File: src/rtl/sim_sweep_sequencer_pkg.sv
// Shared state encoding and default dimensions for the game-loop sweep sequencer.
package sim_params_pkg;

  typedef enum logic [1:0] {
    IDLE   = 2'b00,
    RUN    = 2'b01,
    SWEEP  = 2'b10,
    PAUSED = 2'b11
  } sweep_state_t;

  localparam int GRID_W_DEF   = 160;
  localparam int GRID_H_DEF   = 120;
  localparam int X_BITS_DEF   = 8;
  localparam int Y_BITS_DEF   = 7;
  localparam int LANES_DEF    = 1;
  localparam int DIV_BITS_DEF = 26;
  localparam int FRAME_BITS   = 16;

endpackage

File: src/rtl/sim_sweep_sequencer_if.sv
// Beat handshake between the sweep sequencer (master) and the environment writer (slave).
interface sim_sweep_sequencer_if #(
  parameter int LANES  = 1,
  parameter int X_BITS = 8,
  parameter int Y_BITS = 7
) ();
  logic                          wr_valid;
  logic                          wr_ready;
  logic [LANES-1:0][X_BITS-1:0]  wr_x;
  logic [Y_BITS-1:0]             wr_y;
  logic [LANES-1:0]              lane_valid;

  modport master (output wr_valid, output wr_x, output wr_y, output lane_valid, input wr_ready);
  modport slave  (input wr_valid, input wr_x, input wr_y, input lane_valid, output wr_ready);
endinterface

File: src/rtl/sim_sweep_sequencer_tick.sv
// Game-tick prescaler: one-cycle tick every max(factor,1) enabled cycles; count cleared while disabled.
module tick_prescaler #(
  parameter int DIV_BITS = 26
) (
  input  logic                clk,
  input  logic                RESET_SIM_N,
  input  logic                en,
  input  logic [DIV_BITS-1:0] factor,
  output logic                tick
);
  logic [DIV_BITS-1:0] count_q, count_d, term;
  logic                tick_q, tick_d;

  assign term = (factor == '0) ? '0 : factor - DIV_BITS'(1);

  always_comb begin
    count_d = '0;
    tick_d  = 1'b0;
    if (en) begin
      // >= rather than == so a factor lowered below the running count still wraps
      if (count_q >= term) tick_d = 1'b1;
      else                 count_d = count_q + DIV_BITS'(1);
    end
  end

  always_ff @(posedge clk or negedge RESET_SIM_N) begin
    if (!RESET_SIM_N) begin
      count_q <= '0;
      tick_q  <= 1'b0;
    end else begin
      count_q <= count_d;
      tick_q  <= tick_d;
    end
  end

  assign tick = tick_q;
endmodule

File: src/rtl/sim_sweep_sequencer.sv
// Game-loop sequencer: prescaled tick, full-grid sweep over a valid/ready writer, pause/step/stop, frame count.
// Build option SWEEP_OVERRUN_EN adds overrun_count, a saturating count of ticks dropped during a sweep.
module sim_sweep_sequencer
  import sim_params_pkg::*;
#(
  parameter int GRID_W   = GRID_W_DEF,
  parameter int GRID_H   = GRID_H_DEF,
  parameter int X_BITS   = X_BITS_DEF,
  parameter int Y_BITS   = Y_BITS_DEF,
  parameter int LANES    = LANES_DEF,
  parameter int DIV_BITS = DIV_BITS_DEF
) (
  input  logic                  clk,
  input  logic                  RESET_SIM_N,
  input  logic                  run,
  input  logic                  pause,
  input  logic                  step,
  input  logic [DIV_BITS-1:0]   factor,
  sim_sweep_sequencer_if.master wr_if,
  output logic                  hold_locs,
  output logic                  game_tick,
  output logic                  sweep_done,
  output logic [FRAME_BITS-1:0] frame_count,
  output logic [1:0]            state_o
`ifdef SWEEP_OVERRUN_EN
  ,
  output logic [15:0]           overrun_count
`endif
);
  // state  | meaning
  // IDLE   | simulation disabled, prescaler cleared
  // RUN    | prescaler counting, waiting for a game tick
  // SWEEP  | issuing beats; never aborted once started
  // PAUSED | frozen at frame boundary; step runs one sweep

  sweep_state_t state_q, state_d;
  logic [X_BITS-1:0] x_q, x_d;
  logic [Y_BITS-1:0] y_q, y_d;
  logic step_sweep_q, step_sweep_d;
  logic done_q, done_d;
  logic [FRAME_BITS-1:0] frame_q, frame_d;
  logic wr_valid_q, wr_valid_d;
  logic [LANES-1:0][X_BITS-1:0] wr_x_q, wr_x_d;
  logic [Y_BITS-1:0] wr_y_q;
  logic [LANES-1:0] lane_valid_q, lane_valid_d;
  logic fire, row_end, last_beat, tick;

  tick_prescaler #(.DIV_BITS(DIV_BITS)) u_tick (
    .clk         (clk),
    .RESET_SIM_N (RESET_SIM_N),
    .en          ((state_q == RUN) || (state_q == SWEEP)),
    .factor      (factor),
    .tick        (tick)
  );

  assign fire      = wr_valid_q && wr_if.wr_ready;
  assign row_end   = (int'(x_q) + LANES) >= GRID_W;
  assign last_beat = row_end && (y_q == Y_BITS'(GRID_H - 1));

  always_comb begin
    state_d      = state_q;
    x_d          = x_q;
    y_d          = y_q;
    step_sweep_d = step_sweep_q;
    done_d       = 1'b0;
    frame_d      = frame_q;
    unique case (state_q)
      IDLE: if (run) state_d = RUN;
      RUN: begin
        if (!run)          state_d = IDLE;
        else if (pause)    state_d = PAUSED;
        else if (tick) begin
          state_d      = SWEEP;
          step_sweep_d = 1'b0;
        end
      end
      SWEEP: begin
        if (fire) begin
          if (last_beat) begin
            x_d          = '0;
            y_d          = '0;
            done_d       = 1'b1;
            frame_d      = frame_q + FRAME_BITS'(1);
            step_sweep_d = 1'b0;
            if (!run)                       state_d = IDLE;
            else if (pause || step_sweep_q) state_d = PAUSED;
            else                            state_d = RUN;
          end else if (row_end) begin
            x_d = '0;
            y_d = y_q + Y_BITS'(1);
          end else begin
            x_d = x_q + X_BITS'(LANES);
          end
        end
      end
      PAUSED: begin
        if (!run)       state_d = IDLE;
        else if (step) begin
          state_d      = SWEEP;
          step_sweep_d = 1'b1;
        end
        else if (!pause) state_d = RUN;
      end
      default: state_d = IDLE;
    endcase
  end

  // Payload registers follow the next cursor so the first beat is valid on SWEEP entry
  always_comb begin
    wr_valid_d   = (state_d == SWEEP);
    wr_x_d       = '0;
    lane_valid_d = '0;
    if (wr_valid_d) begin
      for (int i = 0; i < LANES; i++) begin
        wr_x_d[i]       = x_d + X_BITS'(i);
        lane_valid_d[i] = (int'(x_d) + i) < GRID_W;
      end
    end
  end

  always_ff @(posedge clk or negedge RESET_SIM_N) begin
    if (!RESET_SIM_N) begin
      state_q      <= IDLE;
      x_q          <= '0;
      y_q          <= '0;
      step_sweep_q <= 1'b0;
      done_q       <= 1'b0;
      frame_q      <= '0;
      wr_valid_q   <= 1'b0;
      wr_x_q       <= '0;
      wr_y_q       <= '0;
      lane_valid_q <= '0;
    end else begin
      state_q      <= state_d;
      x_q          <= x_d;
      y_q          <= y_d;
      step_sweep_q <= step_sweep_d;
      done_q       <= done_d;
      frame_q      <= frame_d;
      wr_valid_q   <= wr_valid_d;
      wr_x_q       <= wr_x_d;
      wr_y_q       <= wr_valid_d ? y_d : '0;
      lane_valid_q <= lane_valid_d;
    end
  end

`ifdef SWEEP_OVERRUN_EN
  logic [15:0] overrun_q;

  always_ff @(posedge clk or negedge RESET_SIM_N) begin
    if (!RESET_SIM_N)
      overrun_q <= '0;
    else if ((state_q == SWEEP) && tick && (overrun_q != 16'hFFFF))
      overrun_q <= overrun_q + 16'd1;
  end

  assign overrun_count = overrun_q;
`endif

  assign wr_if.wr_valid   = wr_valid_q;
  assign wr_if.wr_x       = wr_x_q;
  assign wr_if.wr_y       = wr_y_q;
  assign wr_if.lane_valid = lane_valid_q;

  // Gated by reset so every output reads 0 while reset is held
  assign hold_locs   = RESET_SIM_N && !((state_q == SWEEP) && wr_if.wr_ready);
  assign game_tick   = tick;
  assign sweep_done  = done_q;
  assign frame_count = frame_q;
  assign state_o     = state_q;
endmodule
File: src/flat_wrapper.sv
// flat-port wrapper written by rule: the top's interface ports become plain ports
module sim_sweep_sequencer_flat import sim_params_pkg::*;
#(
  parameter int GRID_W   = GRID_W_DEF,
  parameter int GRID_H   = GRID_H_DEF,
  parameter int X_BITS   = X_BITS_DEF,
  parameter int Y_BITS   = Y_BITS_DEF,
  parameter int LANES    = LANES_DEF,
  parameter int DIV_BITS = DIV_BITS_DEF
)
  (clk, RESET_SIM_N, run, pause, step, factor, hold_locs, game_tick, sweep_done, frame_count, state_o, wr_if_wr_valid, wr_if_wr_x, wr_if_wr_y, wr_if_lane_valid, wr_if_wr_ready);
  sim_sweep_sequencer_if #(.LANES(LANES), .X_BITS(X_BITS), .Y_BITS(Y_BITS)) wr_if_i ();
  input  logic clk;
  input  logic RESET_SIM_N;
  input  logic run;
  input  logic pause;
  input  logic step;
  input  logic [DIV_BITS-1:0] factor;
  output logic hold_locs;
  output logic game_tick;
  output logic sweep_done;
  output logic [FRAME_BITS-1:0] frame_count;
  output logic [1:0] state_o;
  output wire logic [$bits(wr_if_i.wr_valid)-1:0] wr_if_wr_valid;
  output wire logic [$bits(wr_if_i.wr_x)-1:0] wr_if_wr_x;
  output wire logic [$bits(wr_if_i.wr_y)-1:0] wr_if_wr_y;
  output wire logic [$bits(wr_if_i.lane_valid)-1:0] wr_if_lane_valid;
  input wire logic [$bits(wr_if_i.wr_ready)-1:0] wr_if_wr_ready;
  assign wr_if_wr_valid = wr_if_i.wr_valid;
  assign wr_if_wr_x = wr_if_i.wr_x;
  assign wr_if_wr_y = wr_if_i.wr_y;
  assign wr_if_lane_valid = wr_if_i.lane_valid;
  assign wr_if_i.wr_ready = wr_if_wr_ready;
  sim_sweep_sequencer #(.GRID_W(GRID_W), .GRID_H(GRID_H), .X_BITS(X_BITS), .Y_BITS(Y_BITS), .LANES(LANES), .DIV_BITS(DIV_BITS)) u_core (.clk(clk), .RESET_SIM_N(RESET_SIM_N), .run(run), .pause(pause), .step(step), .factor(factor), .wr_if(wr_if_i), .hold_locs(hold_locs), .game_tick(game_tick), .sweep_done(sweep_done), .frame_count(frame_count), .state_o(state_o));
endmodule
File: config.mk
export PLATFORM = sky130hd
export DESIGN_NAME = sim_sweep_sequencer_flat
export DESIGN_NICKNAME = d
export VERILOG_FILES = /design/src/rtl/sim_sweep_sequencer_pkg.sv /design/src/rtl/sim_sweep_sequencer_if.sv /design/src/rtl/sim_sweep_sequencer_tick.sv /design/src/rtl/sim_sweep_sequencer.sv /design/src/flat_wrapper.sv
export SDC_FILE = /design/constraint.sdc
export NUM_CORES = 1
export LEC_CHECK = 0
export ABC_AREA = 1
export BUFFER_PORTS_ARGS = -buffer_cell sky130_fd_sc_hd__clkbuf_2
export CAP_MARGIN = 40
export CORE_UTILIZATION = 64
export CTS_BUF_LIST = sky130_fd_sc_hd__clkbuf_16
export CTS_CLUSTER_DIAMETER = 200
export DETAILED_ROUTE_END_ITERATION = 7
export MAX_ROUTING_LAYER = met4
export PLACE_DENSITY = 0.95
export SLEW_MARGIN = 40
export SYNTH_ARGS = -nofsm -noshare
export SYNTH_HDL_FRONTEND = slang
export SYNTH_SLANG_ARGS = --single-unit
File: constraint.sdc
create_clock -name clk -period 3.1 [get_ports clk]
set_clock_uncertainty 0.05 [all_clocks]
set_input_delay 0.31 -clock clk [delete_from_list [all_inputs] [get_ports clk]]
set_output_delay 0.31 -clock clk [all_outputs]
set_load 0.01 [all_outputs]
==> flow_summary.json <==
{
  "initial_core_util": 0.673,
  "seqPwrFrac": 0.348,
  "hold_class": "input port to async pin",
  "io-pin-count": 70,
  "fmax_ghz": 0.333,
  "drtIter0Drc": 657,
  "power.density_nw_per_um2": 606,
  "numPortBuffers": 69,
  "clkSinkCount": 79,
  "vdd_ir_drop_max_mv": 0.412,
  "hold_violations": 0,
  "maxSlewHeadroom": 0.557,
  "grtUsageTotal": 0.356,
  "grt_pass1_wl_microns": 24800,
  "rows": 33,
  "ys_ff_latch": 79,
  "grt_use_met1": 0.396,
  "vias": 5706,
  "layout_common_cells": "nand2_1, nor2_1, inv_1, dfrtp_1, clkbuf_2",
  "setup.worst_path.class": "input port to register",
  "netlist_instances": 734,
  "fp.coreArea_sq_um": 8380,
  "dp_hpwl_microns": 10600,
  "syn-num-nets": 801,
  "internal-power_w": 0.00242,
  "regArea_sq_um": 1980,
  "die_y_microns": 95.9,
  "status": "completed",
  "cts_buffers": 9,
  "cp_max_fo": 14,
  "drv_cap": 0,
  "place_area_sq_um": 6240,
  "worst_setup_path_start_kind": "input port",
  "critPathCaptureType": "register",
  "fin_area_sq_um": 6700,
  "yosysWarnings": 0,
  "postRouteAntennaNets": 0,
  "final_common_cell": "nand2_1",
  "wl_microns": 15300,
  "nFillCells": 488,
  "swShare": 0.404,
  "busiest_layer": "met2",
  "rrSetupSlack_ns": 0.33,
  "die_w_microns": 95.9,
  "cts_tree": "done",
  "grt_max_degree": 55,
  "r2r-end": "u_core.wr_if.wr_y[3]$_DFF_PN0_",
  "htree_levels": 3,
  "worstPathArrival_ns": 3.24,
  "area_growth_syn_to_layout_pct": 18.7,
  "grt_pass1_vias": 5568,
  "setup_violations": 0,
  "fin_crit_ns": 3.01,
  "synth_seq_area_share": 0.350,
  "netlist_area_sq_um": 5640,
  "drive_gt1_frac": 0.219,
  "whs_ns": 0.363,
  "synth.avg_cell_area_sq_um": 7.69,
  "slew_violations": 0,
  "async_flop_share": 1.00,
  "use_met2": 0.601,
  "n_antenna_cell": 0,
  "p_leak_nw": 3.37,
  "via_per_inst": 6.09,
  "synth_edf_count": 0,
  "grt_use_met3": 0.0640,
  "cts_root_buf": "clkbuf_16",
  "first_pass_iters": 6,
  "clk_latency_ns": 0.34,
  "required_ns": 3.33,
  "r2r_start": "u_core.state_o[0]$_DFF_PN0_",
  "power_switching_w": 0.00164,
  "drc": 0,
  "clock_path_buffers": 2,
  "routedWlPerCell_microns": 16.3,
  "fin_nets": 895,
  "gp_congestion": 0.939,
  "fin_util": 0.799,
  "multiInputGateArea_sq_um": 3310,
  "clk_pin_slew_ns": 0.07,
  "overflow": 0,
  "pwr-share-clk": 0.275,
  "finalCritPeriodShare": 0.970,
  "reg2regPathDepth": 9,
  "antenna_found_initial": 0,
  "die-area_sq_um": 9190,
  "combPwrFrac": 0.377,
  "synth_cell_types": 46,
  "tightestPinTransition_ns": 0.664,
  "ys_dominant_reg_cell": "dfrtp_1"
}
==> stage by stage <==
stage | total power (W) | setup WS, ns | std cells | TNS [ns]
final | 0.00406 | 0.0937 | 937 | 0
after global routing | 0.00428 | -0.0544 | 937 | -1.09
after global placement | 0.00275 | -0.0355 | 918 | -0.655
after floorplan | 0.00248 | -0.0220 | 734 | -0.389
after detailed placement | 0.00286 | -0.286 | 918 | -7.11
after CTS | 0.00402 | 0.0575 | 934 | 0
==> what timing repair did <==
| action | CTS | global route |
|---|---|---|
| resized for setup | 0 | 17 |
| hold buffers | 1 | 0 |
| setup buffers | 0 | 2 |
| hold endpoints to repair | 25 | 0 |
| endpoints found under the setup margin | 0 | 27 |
==> cell usage after synthesis (8+ instances only) <==
| master | n | share of area |
|---|---|---|
| or2_2 | 10 | 0.011 |
| nand2_1 | 131 | 0.087 |
| nand3b_1 | 8 | 0.011 |
| nand2_2 | 8 | 0.0089 |
| inv_1 | 95 | 0.063 |
| nand4_1 | 22 | 0.024 |
| nor2_1 | 104 | 0.069 |
| a21oi_1 | 21 | 0.019 |
| ha_1 | 35 | 0.078 |
| nand3_2 | 9 | 0.016 |
| o211ai_1 | 9 | 0.012 |
| nor2_4 | 12 | 0.024 |
| xnor2_1 | 11 | 0.017 |
| dfrtp_1 | 79 | 0.35 |
| xor2_1 | 21 | 0.033 |
| nor3_1 | 21 | 0.019 |
| nand3_1 | 55 | 0.049 |
| o21ai_0 | 15 | 0.013 |
==> per-layer routing <==
| layer | vias to the layer above | share of wire |
|---|---|---|
| met3 | 92 | 0.076 |
| met5 | - | 0 |
| li1 | 2599 | - |
| met1 | 2653 | 0.38 |
| met4 | 0 | 0.047 |
| met2 | 362 | 0.50 |
==> power groups by stage <==
stage               clock (W)  combinational [W]  sequential [W]
global placement            0            0.00135         0.00139
CTS                   0.00112            0.00150         0.00140
global route          0.00117            0.00168         0.00143
detailed placement          0            0.00145         0.00142
floorplan                   0            0.00106         0.00143
finish                0.00112            0.00153         0.00141
==> cells by family after synthesis <==
kind of cell / after synthesis / share of synthesized area
buffers and inverters: 113 / 0.0807
adder cells (fa/ha/maj): 35 / 0.0776
flip-flops: 79 / 0.350
AO/OA/AOI/OAI: 69 / 0.0741
AND/OR/NAND/NOR: 406 / 0.367
XOR/XNOR: 32 / 0.0497
==> final cells by class <==
class / count / area share
inverter: 102 / 0.0576
tap: 105 / 0.0196
multi-input combinational: 542 / 0.494
clock buffer: 9 / 0.0336
clock inverter: 6 / 0.0129
sequential: 79 / 0.295
timing repair buffer: 94 / 0.0867
==> worst max path at each step <==
stage,slack [ns],startpoint,endpoint,cells after the start
2_1_floorplan,-0.02,factor[0],u_core.u_tick.count_q[14]$_DFF_PN0_,19
4_1_cts,0.06,factor[0],u_core.u_tick.tick$_DFF_PN0_,21
6_report,0.09,factor[0],u_core.u_tick.tick$_DFF_PN0_,21
3_5_place_dp,-0.29,factor[0],u_core.u_tick.count_q[16]$_DFF_PN0_,20
5_1_grt,-0.05,factor[2],u_core.u_tick.tick$_DFF_PN0_,22
3_3_place_gp,-0.04,factor[0],u_core.u_tick.tick$_DFF_PN0_,21
==> sequential cells by signal (all words and copies together), names as in the netlist <==
| signal | flops |
|---|---|
| u_core.wr_if.wr_valid | 1 |
| u_core.x_q | 8 |
| u_core.u_tick.tick | 1 |
| u_core.step_sweep_q | 1 |
| u_core.sweep_done | 1 |
| u_core.wr_if.wr_x | 8 |
| u_core.u_tick.count_q | 26 |
| u_core.y_q | 7 |
| u_core.frame_count | 16 |
| u_core.wr_if.lane_valid | 1 |
| u_core.state_o | 2 |
| u_core.wr_if.wr_y | 7 |
==> critical path: stages <==
cell,delay (ns)
clkbuf_2,0.09
inv_1,0.08
ha_2,0.18
inv_1,0.07
nor4_4,0.25
nand3_2,0.16
nor2_4,0.14
nand2_1,0.09
o21bai_1,0.13
nand3_1,0.14
ha_4,0.30
inv_1,0.05
nor3_2,0.23
inv_1,0.12
nor4_4,0.20
nand3_1,0.11
a21o_1,0.20
nand3_4,0.11
buf_12,0.15
nand2_1,0.07
inv_1,0.07
Note: power is estimated with default switching activity, not from simulation.
